### src/rtl/fir_pkg.sv
// Shared definitions for the sequential multi-channel FIR: FSM state encoding
// and the accumulator / requantisation width helpers.
package fir_pkg;

    typedef enum logic [1:0] {
        ST_IDLE = 2'd0,
        ST_CALC = 2'd1,
        ST_DONE = 2'd2
    } fir_state_t;

    // Accumulator width: full product plus growth for summing num_elem terms.
    function automatic int fir_acc_bits(input int bits_per_elem, input int num_elem);
        return 2 * bits_per_elem + $clog2(num_elem);
    endfunction

    // Number of LSBs dropped when squeezing the accumulator into the output width.
    function automatic int fir_shift(input int acc_bits, input int sum_truncation);
        return acc_bits - sum_truncation;
    endfunction

endpackage

### src/rtl/fir_requant.sv
// Combinational requantiser: drops the accumulator LSBs either by floor
// truncation or by round-half-up with saturation to the output range.
module fir_requant #(
    parameter int ACC_BITS       = 19,
    parameter int SUM_TRUNCATION = 8,
    parameter int ROUND          = 1
) (
    input  logic signed [ACC_BITS-1:0]       i_acc,
    output logic signed [SUM_TRUNCATION-1:0] o_q
);

    localparam int SHIFT = ACC_BITS - SUM_TRUNCATION;
    localparam int QW    = SUM_TRUNCATION + 1;

    generate
        if (ROUND == 0) begin : g_floor
            // Arithmetic shift keeps only the top SUM_TRUNCATION bits (floor).
            always_comb begin
                o_q = SUM_TRUNCATION'(i_acc >>> SHIFT);
            end
        end else begin : g_round
            // One extra bit absorbs the rounding carry so the add never overflows.
            localparam logic signed [ACC_BITS:0] HALF  = {{ACC_BITS{1'b0}}, 1'b1} << (SHIFT - 1);
            localparam logic signed [QW-1:0]     Q_MAX = {2'b00, {(SUM_TRUNCATION-1){1'b1}}};
            localparam logic signed [QW-1:0]     Q_MIN = {2'b11, {(SUM_TRUNCATION-1){1'b0}}};

            logic signed [ACC_BITS:0] w_sum;
            logic signed [QW-1:0]     w_shr;

            // Add half an output LSB, shift, then clamp into the output range.
            always_comb begin
                w_sum = {i_acc[ACC_BITS-1], i_acc} + HALF;
                w_shr = QW'(w_sum >>> SHIFT);
                if (w_shr > Q_MAX) begin
                    o_q = Q_MAX[SUM_TRUNCATION-1:0];
                end else if (w_shr < Q_MIN) begin
                    o_q = Q_MIN[SUM_TRUNCATION-1:0];
                end else begin
                    o_q = w_shr[SUM_TRUNCATION-1:0];
                end
            end
        end
    endgenerate

endmodule

### src/rtl/fir_seq_multi.sv
// Sequential multi-channel FIR: one shared signed multiplier walks every
// (channel, element) pair of a snapshotted tap vector, requantises each
// channel's sum and publishes all channels together with a one-cycle o_valid.
module fir_seq_multi
    import fir_pkg::*;
#(
    parameter int BITS_PER_ELEM  = 8,
    parameter int NUM_ELEM       = 7,
    parameter int NUM_CHAN       = 4,
    parameter int SUM_TRUNCATION = 8,
    parameter int ROUND          = 1,
    parameter logic [NUM_CHAN*NUM_ELEM*BITS_PER_ELEM-1:0] FILTER_VAL = '0
) (
    input  logic                                     clk,
    input  logic                                     rst,
    input  logic                                     i_start_calc,
    input  logic [NUM_ELEM*BITS_PER_ELEM-1:0]        taps,
    input  logic                                     i_coef_we,
    input  logic [$clog2(NUM_CHAN*NUM_ELEM)-1:0]     i_coef_addr,
    input  logic [BITS_PER_ELEM-1:0]                 i_coef_data,
    output logic                                     o_busy,
    output logic                                     o_valid,
    output logic [NUM_CHAN*SUM_TRUNCATION-1:0]       o_wavelet
);

    localparam int B        = BITS_PER_ELEM;
    localparam int ST       = SUM_TRUNCATION;
    localparam int NUM_COEF = NUM_CHAN * NUM_ELEM;
    localparam int ADDR_W   = $clog2(NUM_COEF);
    localparam int ACC_BITS = fir_acc_bits(BITS_PER_ELEM, NUM_ELEM);
    localparam int SHIFT    = fir_shift(ACC_BITS, SUM_TRUNCATION);
    localparam int C_W      = (NUM_CHAN > 1) ? $clog2(NUM_CHAN) : 1;
    localparam int E_W      = (NUM_ELEM > 1) ? $clog2(NUM_ELEM) : 1;

    generate
        if (SHIFT < 1) begin : g_shift_check
            $error("fir_seq_multi: SUM_TRUNCATION must be narrower than the accumulator");
        end
    endgenerate

    fir_state_t                 r_state;
    fir_state_t                 w_state_nxt;
    logic [C_W-1:0]             r_c;
    logic [E_W-1:0]             r_e;
    logic signed [ACC_BITS-1:0] r_acc;
    logic signed [ACC_BITS-1:0] w_acc_sum;
    logic [NUM_ELEM*B-1:0]      r_snap;
    logic signed [B-1:0]        r_coef [NUM_COEF];
    logic signed [ST-1:0]       r_stage [NUM_CHAN];
    logic [ADDR_W-1:0]          w_idx;
    logic signed [B-1:0]        w_coef;
    logic signed [B-1:0]        w_tap;
    logic signed [2*B-1:0]      w_prod;
    logic signed [ST-1:0]       w_q;
    logic                       w_last_e;
    logic                       w_last_c;
    logic [NUM_CHAN*ST-1:0]     w_wave_nxt;

    // Current channel's sum (including this cycle's product) requantised.
    fir_requant #(
        .ACC_BITS       (ACC_BITS),
        .SUM_TRUNCATION (SUM_TRUNCATION),
        .ROUND          (ROUND)
    ) u_requant (
        .i_acc (w_acc_sum),
        .o_q   (w_q)
    );

    // Multiply-accumulate datapath and end-of-row / end-of-run detection.
    always_comb begin
        w_idx     = ADDR_W'(int'(r_c) * NUM_ELEM + int'(r_e));
        w_coef    = r_coef[w_idx];
        w_tap     = r_snap[int'(r_e)*B +: B];
        w_prod    = w_coef * w_tap;
        w_acc_sum = r_acc + ACC_BITS'(w_prod);
        w_last_e  = (r_e == E_W'(NUM_ELEM - 1));
        w_last_c  = (r_c == C_W'(NUM_CHAN - 1));
        for (int c = 0; c < NUM_CHAN; c++) begin
            w_wave_nxt[c*ST +: ST] = r_stage[c];
        end
        // The last channel's result is not staged; it goes straight out.
        w_wave_nxt[(NUM_CHAN-1)*ST +: ST] = w_q;
    end

    // Next-state decode: IDLE -> CALC on start, CALC -> DONE after the final product.
    always_comb begin
        w_state_nxt = r_state;
        case (r_state)
            ST_IDLE: begin
                if (i_start_calc) begin
                    w_state_nxt = ST_CALC;
                end else begin
                    w_state_nxt = ST_IDLE;
                end
            end
            ST_CALC: begin
                if (w_last_e && w_last_c) begin
                    w_state_nxt = ST_DONE;
                end else begin
                    w_state_nxt = ST_CALC;
                end
            end
            ST_DONE: w_state_nxt = ST_IDLE;
            default: w_state_nxt = ST_IDLE;
        endcase
    end

    // State register.
    always_ff @(posedge clk) begin
        if (rst) begin
            r_state <= ST_IDLE;
        end else begin
            r_state <= w_state_nxt;
        end
    end

    // Status outputs registered from the next state so they align with it.
    always_ff @(posedge clk) begin
        if (rst) begin
            o_busy  <= 1'b0;
            o_valid <= 1'b0;
        end else begin
            o_busy  <= (w_state_nxt != ST_IDLE);
            o_valid <= (w_state_nxt == ST_DONE);
        end
    end

    // Coefficient store, tap snapshot, accumulator, counters and result registers.
    always_ff @(posedge clk) begin
        if (rst) begin
            r_acc     <= {ACC_BITS{1'b0}};
            r_c       <= {C_W{1'b0}};
            r_e       <= {E_W{1'b0}};
            r_snap    <= {(NUM_ELEM*B){1'b0}};
            o_wavelet <= {(NUM_CHAN*ST){1'b0}};
            for (int i = 0; i < NUM_CHAN; i++) begin
                r_stage[i] <= {ST{1'b0}};
            end
            for (int i = 0; i < NUM_COEF; i++) begin
                r_coef[i] <= FILTER_VAL[i*B +: B];
            end
        end else begin
            case (r_state)
                ST_IDLE: begin
                    // Writes land before the snapshot is used, so a same-cycle
                    // write and start computes with the new coefficient.
                    if (i_coef_we && (int'(i_coef_addr) < NUM_COEF)) begin
                        r_coef[i_coef_addr] <= i_coef_data;
                    end
                    if (i_start_calc) begin
                        r_snap <= taps;
                        r_acc  <= {ACC_BITS{1'b0}};
                        r_c    <= {C_W{1'b0}};
                        r_e    <= {E_W{1'b0}};
                    end
                end
                ST_CALC: begin
                    if (w_last_e) begin
                        r_stage[r_c] <= w_q;
                        r_acc        <= {ACC_BITS{1'b0}};
                        r_e          <= {E_W{1'b0}};
                        if (w_last_c) begin
                            r_c       <= {C_W{1'b0}};
                            o_wavelet <= w_wave_nxt;
                        end else begin
                            r_c <= r_c + C_W'(1'b1);
                        end
                    end else begin
                        r_acc <= w_acc_sum;
                        r_e   <= r_e + E_W'(1'b1);
                    end
                end
                ST_DONE: begin
                    r_acc <= {ACC_BITS{1'b0}};
                end
                default: begin
                    r_acc <= {ACC_BITS{1'b0}};
                end
            endcase
        end
    end

endmodule

### config.mk
export PLATFORM = sky130hd
export DESIGN_NAME = fir_seq_multi
export DESIGN_NICKNAME = d
export VERILOG_FILES = /design/src/rtl/fir_pkg.sv /design/src/rtl/fir_requant.sv /design/src/rtl/fir_seq_multi.sv
export SDC_FILE = /design/constraint.sdc
export NUM_CORES = 1
export LEC_CHECK = 0
export ABC_AREA = 1
export BUFFER_PORTS_ARGS = -buffer_cell sky130_fd_sc_hd__buf_2
export CAP_MARGIN = 10
export CELL_PAD_IN_SITES_DETAIL_PLACEMENT = 2
export CELL_PAD_IN_SITES_GLOBAL_PLACEMENT = 2
export CORE_MARGIN = 2
export CORE_UTILIZATION = 35
export DETAILED_ROUTE_END_ITERATION = 10
export GPL_TIMING_DRIVEN = 0
export PLACE_DENSITY_LB_ADDON = 0.1
export SLEW_MARGIN = 30
export SYNTH_ARGS = -nofsm -noshare
export SYNTH_HDL_FRONTEND = slang
export SYNTH_HIERARCHICAL = 1
export SYNTH_SLANG_ARGS = --single-unit
### constraint.sdc
create_clock -name clk -period 8.67 [get_ports clk]
set_input_delay 0.867 -clock clk [delete_from_list [all_inputs] [get_ports clk]]
set_output_delay 0.867 -clock clk [all_outputs]
set_load 0.01 [all_outputs]
==> metrics.yaml, run 1 <==
global_routing:
  grt_overflow: 0
  grt_start_max_net_pins: 13
  grt_pass1_wl_um: 119000
  grt.met2_usage: 0.460
  met1_usage: 0.337
  top_usage_layer: "met2"
  grt_use_total: 0.262
  antenna_found_initial: 2
  grt_util_met3: 0.0304
  grt_pass1_vias: 18867
synthesis:
  synthCells: 2340
  seq_area_frac_synth: 0.514
  synthTopCellsByArea: "edfxtp_1 40%, dfxtp_1 11%, nor2_1 9.8%"
  syn_avg_cell_area_um2: 8.93
  synthTopCellsByCount: "543 x nor2_1, 457 x nand2_1, 280 x edfxtp_1"
  yosysWarnings: 30
  yosysMostFrequentCell: "nor2_1"
  async_reset_ff_frac: 0
  syn_area_um2: 20900
  synth_xor_area_frac: 0.00539
  synth_top_family_by_area: "simple AND/OR/NAND/NOR gates"
  muxShareOfSynthArea: 0
  synthAdderAreaFrac: 0.113
  synth_compound_area_frac: 0.0842
  synth_edf_count: 280
  yosysUniqueCellTypes: 44
  yosysTopAreaCell: "edfxtp_1"
  synth_top_area_share: 0.403
  synthSimpleGateAreaFrac: 0.225
  ys_seq_elements: 396
  ys.flop_type: "edfxtp_1"
finish:
  stdcell_area_um2: 24400
  nets: 2753
  area_growth_pct: 16.9
  finalNonFillerCells: 3356
  final_util: 0.414
  drive_gt1_frac: 0.131
sta:
  fin_ws_ns: 0.345
  setup_viol: 0
  slew_violations: 0
  relSlewSlack: 0.302
  tns_ns: 0
  timing.final.crit_share: 0.960
  tightest_slew_ns: 1.05
  hold_viol: 0
  finClkSkew_ns: 0.0386
  max_freq_mhz: 120
  hold-worst-slack_ns: 0.464
  period_needed_ns: 8.32
worst_setup_path:
  critPathMaxFanout: 10
  cp-end-kind: "flip-flop"
  cpPeakStageDelay_ns: 0.56
  arrival_ns: 8.64
  startpoint_type: "flip-flop"
  critPathKind: "flip-flop to flip-flop"
  cpMaxStageDelayCell: "fa_1"
  crit_required_ns: 8.98
place:
  dpl-instance-area_um2: 22500
  port_buffers: 105
  gp_congestion: 0.869
  hpwlAfterDp_um: 58500
  dp_slack_ns: -1.47
  placed_cells: 3250
floorplan:
  start_util: 0.354
  dieArea_um2: 61600
  rows: 89
  io_pins: 107
  core_um2: 59000
  die_x_um: 248
  die_height_um: 248
route:
  drt_iter0_drc: 1149
  drc: 0
  first_pass_iters: 5
  vias_per_cell: 5.24
  post_drt_wl_per_cell_um: 23.8
  dr_total_vias: 17591
  drt_wl_total_um: 80000
  ant_nets: 0
power:
  ir_drop_mv: 0.260
  power_mw: 8.50
  power.density_nw_per_um2: 348
  seqPwrFrac: 0.256
  p_switching_mw: 3.87
  clock_power_share: 0.225
  p_sw_frac: 0.455
  pwr-share-comb: 0.519
  p_leak_nw: 10.6
  internal_power_mw: 4.64
clock_tree:
  cts.sinks: 396
  clk_transition_reported_paths_ns: 0.06
  cts_tree: "done"
  htreeDepth: 2
  root_buffer: "clkbuf_16"
  cts_buffer_depth: 3
  cts_inserted_buffers: 47
  clock_latency_ns: 0.61
outcome:
  outcome: "finished, final reports clean"
job:
  drv_cap: 0
worst_hold_path:
  hp-class: "flip-flop to flip-flop"
==> logic make-up after synthesis <==
| group | Yosys count |
|---|---|
| buffers and inverters | 304 |
| xor gates and xnor gates | 12 |
| other | 1 |
| DFF | 396 |
| adders and majority gates | 137 |
| and+or+nand+nor | 1165 |
| AOI/OAI and AO/OA | 325 |
==> final timing paths <==
check | end | depth (start not counted) | start | slack [ns]
setup / recovery | r_stage[1][2]$_SDFFCE_PN0P_ | 37 | r_e[1]$_SDFFE_PP0P_ | 0.35
hold / removal | r_snap[23]$_SDFFE_PP0P_ | 2 | r_snap[23]$_SDFFE_PP0P_ | 0.46
setup reg to reg | r_stage[1][2]$_SDFFCE_PN0P_ | 37 | r_e[1]$_SDFFE_PP0P_ | 0.35
hold reg to reg | r_snap[23]$_SDFFE_PP0P_ | 2 | r_snap[23]$_SDFFE_PP0P_ | 0.46
==> power by group through the flow <==
stage	Clock [mW]	Sequential [mW]	Combinational (mW)
finish	1.91	2.18	4.41
CTS	1.95	2.18	4.17
floorplan	0	2.20	2.74
global route	2.02	2.19	4.97
detailed placement	0	2.22	4.07
global placement	0	2.21	3.93
==> cell usage in the layout (no fill, tap or decap), types with 4 or more instances in the layout <==
cell	count
o21ai_2	6
clkbuf_16	48
nand2_2	19
buf_2	138
xnor2_1	5
clkbuf_2	6
ha_1	45
buf_4	26
clkinv_2	7
clkbuf_1	71
conb_1	32
nor2_2	10
inv_1	171
nor3_1	8
nor2_1	531
nand2_1	450
buf_6	4
nand3_1	118
o311ai_0	6
ha_2	5
clkinv_1	8
o211ai_1	16
dfxtp_1	114
o21ai_0	148
o21ai_1	8
o221ai_1	9
edfxtp_1	280
clkbuf_4	4
nor2_4	5
a21oi_1	118
fa_1	84
inv_2	17
==> flip-flops by register name (all words and copies together) (netlist names) <==
register	flops
o_valid	1
r_e	3
r_c	2
r_snap	56
r_acc	19
r_coef	256
o_wavelet	32
o_busy	1
r_stage	24
r_state	2
==> timing repair <==
item,CTS,global route
setup buffers,4,14
resized for setup,44,69
gates cloned,0,0
pin swaps,3,7
endpoints found under the setup margin,42,32
hold buffers,0,0
==> critical path, delay by kind of cell (launching register included) <==
| family | cells | cell delay [ns] |
|---|---|---|
| simple gates | 14 | 1.54 |
| flops | 1 | 0.31 |
| buf+inv | 10 | 1.57 |
| fa+ha+maj | 9 | 3.75 |
| xor+xnor | 1 | 0.14 |
| compound gates | 3 | 0.72 |
==> metal layers <==
metal | vias up | wire length, um
met5 | - | 0
met2 | 436 | 39800
met3 | 120 | 3660
met1 | 8974 | 34200
met4 | 0 | 2410
li1 | 8061 | -
==> cell type report <==
cell class,count,area (um^2)
diodes,1,2.50
plain buffers,110,553
clock buffers,68,1280
clock inverters,20,165
fillers,6581,34600
inverters,193,737
multi-input cells,1671,9290
flip-flops and latches,396,10700
well taps,773,967
repair buffers,124,697
(Power assumes the default switching activity.)
==> run 2, diff against run 1 <==
--- a/config.mk
+++ b/config.mk
@@ -6,13 +6,15 @@
 export NUM_CORES = 1
 export LEC_CHECK = 0
 export ABC_AREA = 1
-export BUFFER_PORTS_ARGS = -buffer_cell sky130_fd_sc_hd__buf_2
+export BUFFER_PORTS_ARGS = -buffer_cell sky130_fd_sc_hd__clkbuf_2
 export CAP_MARGIN = 10
 export CELL_PAD_IN_SITES_DETAIL_PLACEMENT = 2
 export CELL_PAD_IN_SITES_GLOBAL_PLACEMENT = 2
+export CORE_ASPECT_RATIO = 1.75
 export CORE_MARGIN = 2
 export CORE_UTILIZATION = 35
 export DETAILED_ROUTE_END_ITERATION = 10
+export GPL_ROUTABILITY_DRIVEN = 0
 export GPL_TIMING_DRIVEN = 0
 export PLACE_DENSITY_LB_ADDON = 0.1
 export SLEW_MARGIN = 30
==> metrics.yaml, run 2 (synthesis results as in run 1) <==
worst_hold_path:
  hp-class: "flip-flop to flip-flop"
floorplan:
  core_um2: 59100  # about the same
  io_pins: 107  # unchanged
  die_x_um: 189  # -24%
  rows: 118  # +33%
  start_util: 0.354  # about the same
  die_height_um: 327  # +32%
  dieArea_um2: 61700  # +0.12%
worst_setup_path:
  rr_startpoint: "r_e[1]$_SDFFE_PP0P_"
  cpMaxStageDelayCell: "fa_1"
  critPathKind: "flip-flop to flip-flop"
  reg2reg_slack_ns: 0.36  # +0.02 ns
  reg2reg_to: "r_stage[1][4]$_SDFFCE_PN0P_"
  crit_required_ns: 8.98  # about the same
  startpoint_type: "flip-flop"
  cpPeakStageDelay_ns: 0.56  # about the same
  critPathMaxFanout: 10  # unchanged
  cp-startpoint: "r_e[1]$_SDFFE_PP0P_"
  cp_top_family: "adder cells"
  arrival_ns: 8.62  # -0.02 ns
  critPathCapture: "r_stage[1][4]$_SDFFCE_PN0P_"
  critPathMostFrequentCell: "nand2_1"
  worstSetupPathDepth: 39  # +5.4%
  rr_worst_depth: 39  # +5.4%
  cp.buffers_inverters: 9  # -1
  cp-end-kind: "flip-flop"
clock_tree:
  cts_inserted_buffers: 41  # -13%
  clk_transition_reported_paths_ns: 0.06  # about the same
  cts.sinks: 396  # unchanged
  root_buffer: "clkbuf_16"
  cts_tree: "done"
  htreeDepth: 2  # unchanged
  clock_latency_ns: 0.63  # +0.02 ns
  cts_buffer_depth: 3  # unchanged
sta:
  hold-worst-slack_ns: 0.464  # -0.000234 ns
  setup_viol: 0  # unchanged
  slew_violations: 0  # unchanged
  tns_ns: 0  # unchanged
  period_needed_ns: 8.31  # -0.0164 ns
  relSlewSlack: 0.298  # -0.00472
  max_freq_mhz: 120  # +0.20%
  tightest_slew_ns: 1.05  # +0.00708 ns
  hold_viol: 0  # unchanged
  finClkSkew_ns: 0.0653  # +0.0267 ns
  timing.final.crit_share: 0.958  # -0.00189
finish:
  reg_top3: "r_coef (256), r_snap (56), o_wavelet (32)"
  largest_register_ffs: 256  # unchanged
  layout_common_cells: "532 x nor2_1, 447 x nand2_1, 280 x edfxtp_1"
  finalNonFillerCells: 3346  # -0.30%
  nets: 2747  # -0.22%
  stdcell_area_um2: 24200  # -0.86%
  regMostFlops: "r_coef"
  drive_gt1_frac: 0.133  # +0.00160
  antennaDiodeCount: 0  # -1
  area_growth_pct: 15.9
  final_common_cell: "nor2_1"
global_routing:
  grt_pass1_vias: 19835  # +5.1%
  grt_overflow: 0  # unchanged
  antenna_found_initial: 0  # -2
  grt_start_max_net_pins: 14  # +1
  grt_pass1_wl_um: 122000  # +2.8%
  grt_use_total: 0.270  # +0.00822
place:
  port_buffers: 105  # unchanged
  dpl-instance-area_um2: 22500  # about the same
  placed_cells: 3257  # +0.22%
  hpwlAfterDp_um: 63700  # +8.8%
outcome:
  outcome: "finished, final reports clean"
route:
  first_pass_iters: 5  # unchanged
  ant_nets: 0  # unchanged
  post_drt_wl_per_cell_um: 24.6  # +3.0%
  drc: 0  # unchanged
  vias_per_cell: 5.24  # about the same
  dr_total_vias: 17549  # -0.24%
  drt_wl_total_um: 82200  # +2.7%
  drt_iter0_drc: 717  # -38%
power:
  ir_drop_mv: 0.196  # -25%
  p_leak_nw: 10.4  # -1.1%
  power.density_nw_per_um2: 350  # +0.62%
job:
  drv_cap: 0  # unchanged
## run 2: worst min-delay path by stage
stage                       startpoint                 endpoint  slack [ns]  cells past startpoint
3_5_place_dp   r_snap[53]$_SDFFE_PP0P_  r_snap[53]$_SDFFE_PP0P_        0.46                      2
3_3_place_gp   r_snap[53]$_SDFFE_PP0P_  r_snap[53]$_SDFFE_PP0P_        0.44                      2
2_1_floorplan  r_snap[53]$_SDFFE_PP0P_  r_snap[53]$_SDFFE_PP0P_        0.42                      2
5_1_grt        r_snap[23]$_SDFFE_PP0P_  r_snap[23]$_SDFFE_PP0P_        0.49                      2
4_1_cts        r_snap[53]$_SDFFE_PP0P_  r_snap[53]$_SDFFE_PP0P_        0.47                      2
6_report       r_snap[21]$_SDFFE_PP0P_  r_snap[21]$_SDFFE_PP0P_        0.46                      2
## run 2: timing repair
item,CTS,global route
gates resized for setup,60,63
gates cloned,0,0
pin swaps,9,10
endpoints found under the setup margin,39,32
buffers inserted,13,5
hold buffers,0,0
## run 2: metal layers
layer  vias up  global-route usage  share of wire
met2       412               0.555           0.58
li1       8015                   -              -
met1      8923               0.250           0.33
met3       199              0.0275          0.029
met5         -                   0              0
met4         0               0.157          0.067
## run 2: tightest hold or removal path, stage by stage, from the launching register on
cell and delay (ns):
dfxtp_1 0.30, inv_1 0.06, a21oi_1 0.06
## run 2: per-stage QoR
stage	setup WS [ns]	utilization	total power, mW
after floorplan	0.302	-	4.94
after global placement	-1.85	0.381	6.20
after detailed placement	-1.15	0.381	6.38
after CTS	0.0432	0.406	8.29
after global routing	-0.0291	0.410	9.12
final	0.362	0.410	8.48
## run 2: layout make-up
| cell class | instances | area, um^2 |
|---|---|---|
| buffer | 110 | 538 |
| timing repair buffer | 124 | 672 |
| clock buffer | 55 | 1090 |
| clock inverter | 17 | 146 |
| tap | 780 | 976 |
| inverter | 193 | 737 |
| sequential | 396 | 10700 |
| multi-input combinational | 1671 | 9320 |
| fill | 6603 | 34800 |
## run 2: report_power, final
| group | internal (mW) | switching, mW |
|---|---|---|
| Combinational | 1.48 | 3.11 |
| Sequential | 2.13 | 0.0497 |
| Clock | 0.918 | 0.799 |
| Total | 4.52 | 3.96 |
